==> config.mk <==
export PLATFORM = sky130hd
export DESIGN_NAME = mem_arbiter
export DESIGN_NICKNAME = d
export VERILOG_FILES = /design/src/rtl/mem_arbiter.sv
export SDC_FILE = /design/constraint.sdc
export NUM_CORES = 1
export LEC_CHECK = 0
export CAP_MARGIN = 10
export CORE_AREA = 2 2 144 146
export CTS_CLUSTER_SIZE = 12
export DETAILED_ROUTE_END_ITERATION = 7
export DIE_AREA = 0 0 146 148
export PLACE_DENSITY = 0.5
export SLEW_MARGIN = 20
export SYNTH_ARGS = -nofsm -noshare
export SYNTH_HDL_FRONTEND = slang
export SYNTH_SLANG_ARGS = --single-unit
==> constraint.sdc <==
create_clock -name clk_i -period 2.8 [get_ports clk_i]
set_input_delay 0.84 -clock clk_i [delete_from_list [all_inputs] [get_ports clk_i]]
set_output_delay 0.84 -clock clk_i [all_outputs]
set_load 0.05 [all_outputs]
==> src/rtl/mem_arbiter.sv <==
// Shares one AXI4-Lite-style slave port between the IFU and the LSU.
// Exactly one transaction is outstanding at a time; the payload is never buffered.
module mem_arbiter #(
    parameter int ADDR_W  = 32,
    parameter int DATA_W  = 32,
    parameter bit RR_MODE = 1'b0
) (
    input  logic                clk_i,
    input  logic                rst_i,
    input  logic [ADDR_W-1:0]   ifu_araddr_i,
    input  logic                ifu_arvalid_i,
    output logic                ifu_arready_o,
    output logic [DATA_W-1:0]   ifu_rdata_o,
    output logic [1:0]          ifu_rresp_o,
    output logic                ifu_rvalid_o,
    input  logic                ifu_rready_i,
    input  logic [ADDR_W-1:0]   lsu_araddr_i,
    input  logic                lsu_arvalid_i,
    output logic                lsu_arready_o,
    output logic [DATA_W-1:0]   lsu_rdata_o,
    output logic [1:0]          lsu_rresp_o,
    output logic                lsu_rvalid_o,
    input  logic                lsu_rready_i,
    input  logic [ADDR_W-1:0]   lsu_awaddr_i,
    input  logic                lsu_awvalid_i,
    output logic                lsu_awready_o,
    input  logic [DATA_W-1:0]   lsu_wdata_i,
    input  logic [DATA_W/8-1:0] lsu_wstrb_i,
    input  logic                lsu_wvalid_i,
    output logic                lsu_wready_o,
    output logic [1:0]          lsu_bresp_o,
    output logic                lsu_bvalid_o,
    input  logic                lsu_bready_i,
    output logic [ADDR_W-1:0]   s_araddr_o,
    output logic                s_arvalid_o,
    input  logic                s_arready_i,
    input  logic [DATA_W-1:0]   s_rdata_i,
    input  logic [1:0]          s_rresp_i,
    input  logic                s_rvalid_i,
    output logic                s_rready_o,
    output logic [ADDR_W-1:0]   s_awaddr_o,
    output logic                s_awvalid_o,
    input  logic                s_awready_i,
    output logic [DATA_W-1:0]   s_wdata_o,
    output logic [DATA_W/8-1:0] s_wstrb_o,
    output logic                s_wvalid_o,
    input  logic                s_wready_i,
    input  logic [1:0]          s_bresp_i,
    input  logic                s_bvalid_i,
    output logic                s_bready_o,
    output logic [1:0]          grant_o
);

    typedef enum logic [1:0] {IDLE, IFU_RD, LSU_RD, LSU_WR} state_e;

    state_e     state_q;
    logic [1:0] grant_q;
    logic       ar_done_q;
    logic       aw_done_q;
    logic       w_done_q;
    logic       lsu_prio_q;

    logic lsu_wr_req;
    logic lsu_req;
    logic pick_lsu;
    logic wr_done;
    logic ar_hs;
    logic aw_hs;
    logic w_hs;
    logic r_hs;
    logic b_hs;

    assign lsu_wr_req = lsu_awvalid_i | lsu_wvalid_i;
    assign lsu_req    = lsu_wr_req | lsu_arvalid_i;
    // Fixed priority lets the LSU win any conflict; round-robin defers to the pointer.
    assign pick_lsu   = lsu_req & (~ifu_arvalid_i | ~RR_MODE | lsu_prio_q);
    assign wr_done    = aw_done_q & w_done_q;

    assign ar_hs = s_arvalid_o & s_arready_i;
    assign aw_hs = s_awvalid_o & s_awready_i;
    assign w_hs  = s_wvalid_o & s_wready_i;
    assign r_hs  = s_rvalid_i & s_rready_o;
    assign b_hs  = s_bvalid_i & s_bready_o;

    assign s_awaddr_o  = lsu_awaddr_i;
    assign s_wdata_o   = lsu_wdata_i;
    assign s_wstrb_o   = lsu_wstrb_i;
    assign ifu_rdata_o = s_rdata_i;
    assign ifu_rresp_o = s_rresp_i;
    assign lsu_rdata_o = s_rdata_i;
    assign lsu_rresp_o = s_rresp_i;
    assign lsu_bresp_o = s_bresp_i;
    assign grant_o     = grant_q;

    always_ff @(posedge clk_i) begin
        if (rst_i) begin
            state_q    <= IDLE;
            grant_q    <= 2'd0;
            ar_done_q  <= 1'b0;
            aw_done_q  <= 1'b0;
            w_done_q   <= 1'b0;
            lsu_prio_q <= 1'b1;
        end else begin
            unique case (state_q)
                IDLE: begin
                    if (pick_lsu) begin
                        state_q <= lsu_wr_req ? LSU_WR : LSU_RD;
                        grant_q <= lsu_wr_req ? 2'd3 : 2'd2;
                    end else if (ifu_arvalid_i) begin
                        state_q <= IFU_RD;
                        grant_q <= 2'd1;
                    end
                end
                IFU_RD, LSU_RD: begin
                    if (ar_hs) ar_done_q <= 1'b1;
                    if (r_hs) begin
                        state_q    <= IDLE;
                        grant_q    <= 2'd0;
                        ar_done_q  <= 1'b0;
                        lsu_prio_q <= (state_q == IFU_RD);
                    end
                end
                LSU_WR: begin
                    if (aw_hs) aw_done_q <= 1'b1;
                    if (w_hs) w_done_q <= 1'b1;
                    if (b_hs) begin
                        state_q    <= IDLE;
                        grant_q    <= 2'd0;
                        aw_done_q  <= 1'b0;
                        w_done_q   <= 1'b0;
                        lsu_prio_q <= 1'b0;
                    end
                end
                default: state_q <= IDLE;
            endcase
        end
    end

    always_comb begin
        s_araddr_o    = (state_q == LSU_RD) ? lsu_araddr_i : ifu_araddr_i;
        s_arvalid_o   = 1'b0;
        s_rready_o    = 1'b0;
        s_awvalid_o   = 1'b0;
        s_wvalid_o    = 1'b0;
        s_bready_o    = 1'b0;
        ifu_arready_o = 1'b0;
        ifu_rvalid_o  = 1'b0;
        lsu_arready_o = 1'b0;
        lsu_rvalid_o  = 1'b0;
        lsu_awready_o = 1'b0;
        lsu_wready_o  = 1'b0;
        lsu_bvalid_o  = 1'b0;
        unique case (state_q)
            IFU_RD: begin
                s_arvalid_o   = ifu_arvalid_i & ~ar_done_q;
                ifu_arready_o = s_arready_i & ~ar_done_q;
                s_rready_o    = ifu_rready_i & ar_done_q;
                ifu_rvalid_o  = s_rvalid_i & ar_done_q;
            end
            LSU_RD: begin
                s_arvalid_o   = lsu_arvalid_i & ~ar_done_q;
                lsu_arready_o = s_arready_i & ~ar_done_q;
                s_rready_o    = lsu_rready_i & ar_done_q;
                lsu_rvalid_o  = s_rvalid_i & ar_done_q;
            end
            LSU_WR: begin
                s_awvalid_o   = lsu_awvalid_i & ~aw_done_q;
                lsu_awready_o = s_awready_i & ~aw_done_q;
                s_wvalid_o    = lsu_wvalid_i & ~w_done_q;
                lsu_wready_o  = s_wready_i & ~w_done_q;
                s_bready_o    = lsu_bready_i & wr_done;
                lsu_bvalid_o  = s_bvalid_i & wr_done;
            end
            default: ;
        endcase
    end

endmodule

==> summary.md <==
| Metric | Value |
|---|---|
| Result of the run | finished clean |
| Pwr/cell area | 820.8 mW/mm² |
| Setup slack after placement | -0.04306 ns |
| Max-capacitance violation count | 0 |
| Final worst-path setup slack | 0.06040 ns |
| Core Box Area | 0.02004 mm² |
| Number of search-and-repair iterations in the first detailed-routing pass | 4 |
| Final standard cell area without fillers | 0.002520 mm² |
| Maximum number of pins on one net before global-route repair | 30 |
| Crit-path slowest cell | clkdlybuf4s50_1 |
| TritonCTS clock tree | yes |
| Synth area leader | buf_4 |
| Required arrival time at the worst endpoint | 1.96 ns |
| Fin nets | 396 |
| Pins over their slew limit | 0 |
| Instance count of the mapped netlist | 221 |
| Origin of the critical flop-to-flop path | grant_o[0]$_SDFFE_PP0P_ |
| Residual antenna-violating net count after detailed routing | 0 |
| Clock-pin slew on the worst setup and hold paths | 0.03 ns |
| Buffers inserted by post-CTS timing repair | 0 |
| Htree depth | 1 |
| Wire length of the first global-routing pass | 7941 µm |
| Primary FF master, synth | dfxtp_1 |
| Arrival time of data at the critical path endpoint | 1.90 ns |
| Critical setup path kind | in -> out |
| Via density per instance | 2.707 |
| Site row count | 52 |
| Fraction of post-synthesis cell area in the top cell type by area | 0.5685 |
| CTS Sinks | 5 |
| Most instantiated cells after synthesis | 139 x buf_4, 32 x mux2_2, 6 x and3b_1 |
| Count of vias placed by the detailed router | 1294 |
| Netlist area before placement | 0.001836 mm² |
| Start point of the worst hold path | w_done_q$_SDFFE_PP0P_ |
| Violation count after the first detailed-route iteration | 14 |
| Endpoint type of the worst setup path | primary output |
| GR Util All Layers | 0.04683 |
| # DRC | 0 |
| I/O pins | 366 |
| Cells on Worst Hold Path | 2 |
| Worst slew margin | 0.6149 |
| Post-synth ARST share | 0 |
| Proportion of layout cells with a drive suffix above 1 | 0.4135 |
| Leak Pwr | 0.9382 nW |
| Final Wtd Congestion | 0.6529 |
| Critical Path, Cell by Cell | clkdlybuf4s50_1, mux2_2, and3_1, buf_4 |
| Clock Skews | 0.005456 ns |
| Average size of a mapped cell | 8.305 µm² |
| Non-filler instance count after layout | 478 |
| Post-Route WL | 5627 µm |
| Ranking of synthesized cells by area | buf_4 57%, mux2_2 20%, dfxtp_1 5.5%, ha_1 3.4%, and3b_1 2.9% |
| Count of flip-flops with a built-in enable after synthesis | 0 |
| Max rail drop VDD | 0.2303 mV |
| Fmax | 0.3650 GHz |
| Initial antenna violation count | 0 |
| Antenna diode count | 0 |
| Chip Width | 146 µm |
| Type of origin of the critical path | input pin |
| Final period demand of the worst path | 2.740 ns |
| Num CTS Buffers | 3 |
| Count of different cell masters after synthesis | 24 |
| Number of buffers inserted by hold repair at cts | 0 |
| Post-placement cell count | 474 |
| Total area of sequential cells | 100.1 µm² |
| Post-route core utilization | 0.1257 |
| Initial cell density of the core | 0.09160 |
| P&R area growth vs syn | 37.29% |
| Minimum setup slack among reg-to-reg paths | 0.98 ns |
| Fin crit share | 0.9784 |
| Worst min-delay path class | reg -> reg |
| Final setup fails | 0 |
| Least-Margin Pin Slew | 0.5759 ns |
| Worst min-delay path endpoint | w_done_q$_SDFFE_PP0P_ |
| Clock insertion delay at the later pin of the skew report | 0.23 ns |
| Die H | 148 µm |
| Fraction of the yosys area taken by sequential cells | 0.05453 |
| Maximum count of clock buffers along a single path | 2 |
| CP top delay family | buffers and inverters |
| Gr ovfl total | 0 |
| Area enclosed by the die boundary | 0.02161 mm² |
| Root Driver | clkbuf_16 |
| Number of fill cells | 2341 |
| Total buffers and inverters traversed by the critical path | 2 |
| Number of storage elements in the synthesis netlist | 5 |
| Critical register-to-register path endpoint | grant_o[0]$_SDFFE_PP0P_ |
| Post-DP Area | 0.002416 mm² |
| Number of input and output port buffers inserted | 123 |
| Reg2reg path depth | 6 |
| Number of warning messages in the yosys log | 0 |
| Total power of the final layout | 0.002068 W |
| Number of global-route vias before repair | 1369 |
| Delay of the slowest cell on the worst path | 0.39 ns |
| Placed wire-length estimate | 4925 µm |
| Average routed wire per standard cell | 11.77 µm |
| Multi-input gate area | 706.9 µm² |
| RSZ-0062 raised after global routing | no |
| Leading cell type by number of instances after synthesis | buf_4 |
| Total count of hold-check failures in the final report | 0 |
| Biggest fanout along the worst timing path | 2 |
| Number of nets produced by synthesis | 408 |
==> cell usage in the layout, fill, tap and decap left out <==
cell type / synthesis / routed
a211oi_1: 1 / 1
a21oi_1: 3 / 3
a221o_1: 1 / 1
a31o_2: 1 / 1
and2_1: 2 / 2
and3_1: 4 / 4
and3b_1: 6 / 6
buf_12: 0 / 12
buf_4: 139 / 34
clkbuf_1: 1 / 1
clkbuf_16: 0 / 3
clkdlybuf4s50_1: 0 / 78
dfxtp_1: 5 / 5
dlymetal6s2s_1: 0 / 1
ha_1: 5 / 4
ha_4: 0 / 1
inv_1: 2 / 2
mux2_2: 32 / 33
mux2i_1: 3 / 2
mux2i_4: 0 / 1
nand2_1: 1 / 1
nand2b_1: 2 / 2
nand3_1: 1 / 1
nand3b_1: 2 / 2
nand4_1: 1 / 1
nor2_1: 3 / 3
nor3b_1: 2 / 1
nor3b_4: 0 / 1
or3_1: 1 / 1
==> stage by stage <==
step / hold WS (ns) / setup TNS (ns)
finish: 0.5423 / 0
global route: 0.5644 / 0
CTS: 0.5352 / -0.006489
detailed placement: 0.5215 / -0.04306
global placement: 0.5167 / -0.04980
floorplan: 0.4783 / 0
==> flip-flops by register name (all words and copies together) (netlist names) <==
register,flops
ar_done_q,1
grant_o,2
w_done_q,1
aw_done_q,1
==> how the worst max path moves through the flow <==
| stage | cells past startpoint | to | startpoint |
|---|---|---|---|
| 3_3_place_gp | 4 | s_arvalid_o | lsu_arvalid_i |
| 4_1_cts | 4 | s_arvalid_o | lsu_arvalid_i |
| 5_1_grt | 4 | s_rready_o | lsu_rready_i |
| 6_report | 4 | s_rready_o | lsu_rready_i |
| 2_1_floorplan | 4 | lsu_arready_o | grant_o[1]$_SDFFE_PP0P_ |
| 3_5_place_dp | 4 | s_arvalid_o | lsu_arvalid_i |
==> area by class of cell <==
| type | count | area share |
|---|---|---|
| inverters | 2 | 0.002979 |
| repair buffers | 125 | 0.5114 |
| flip-flops and latches | 5 | 0.03972 |
| well taps | 270 | 0.1341 |
| multi-input cells | 72 | 0.2805 |
| clock buffers | 4 | 0.03128 |
==> cells by family (layout without fill, tap and decap cells) <==
logic type,after synthesis,in the layout,synth area share
fa+ha+maj,5,5,0.03408
buf+inv,144,131,0.5801
simple gates,25,25,0.08997
flops,5,5,0.05454
compound gates,6,6,0.02250
mux,36,36,0.2188
==> worst min-delay path, delay by kind of cell (launching register included) <==
kind	cells	cell delay, ns
flip-flops	1	0.38
AND/OR/NAND/NOR	1	0.07
AO/OA/AOI/OAI	1	0.06
==> layer usage <==
| metal | global-route usage | wire, µm | vias up |
|---|---|---|---|
| met2 | 0.06745 | 2422 | 124 |
| met4 | 0.04078 | 455 | 0 |
| met1 | 0.04895 | 1967 | 549 |
| met3 | 0.02654 | 782 | 58 |
| met5 | 0 | 0 | - |
| li1 | - | - | 563 |
==> power breakdown <==
part / total [W] / switching [W] / internal [W] / leakage, nW
Combinational: 0.00172 / 0.00101 / 0.000706 / 0.859
Clock: 0.000236 / 0.0000470 / 0.000189 / 0.0382
Sequential: 0.000117 / 0.0000253 / 0.0000920 / 0.0409
==> repair_timing <==
| item | in CTS | in global routing |
|---|---|---|
| pin swaps | 1 | 1 |
| endpoints found under the setup margin | 1 | 30 |
| resized for setup | 1 | 4 |
| hold endpoints to repair | 0 | 0 |
No activity file was read; power rests on OpenSTA's default activity.
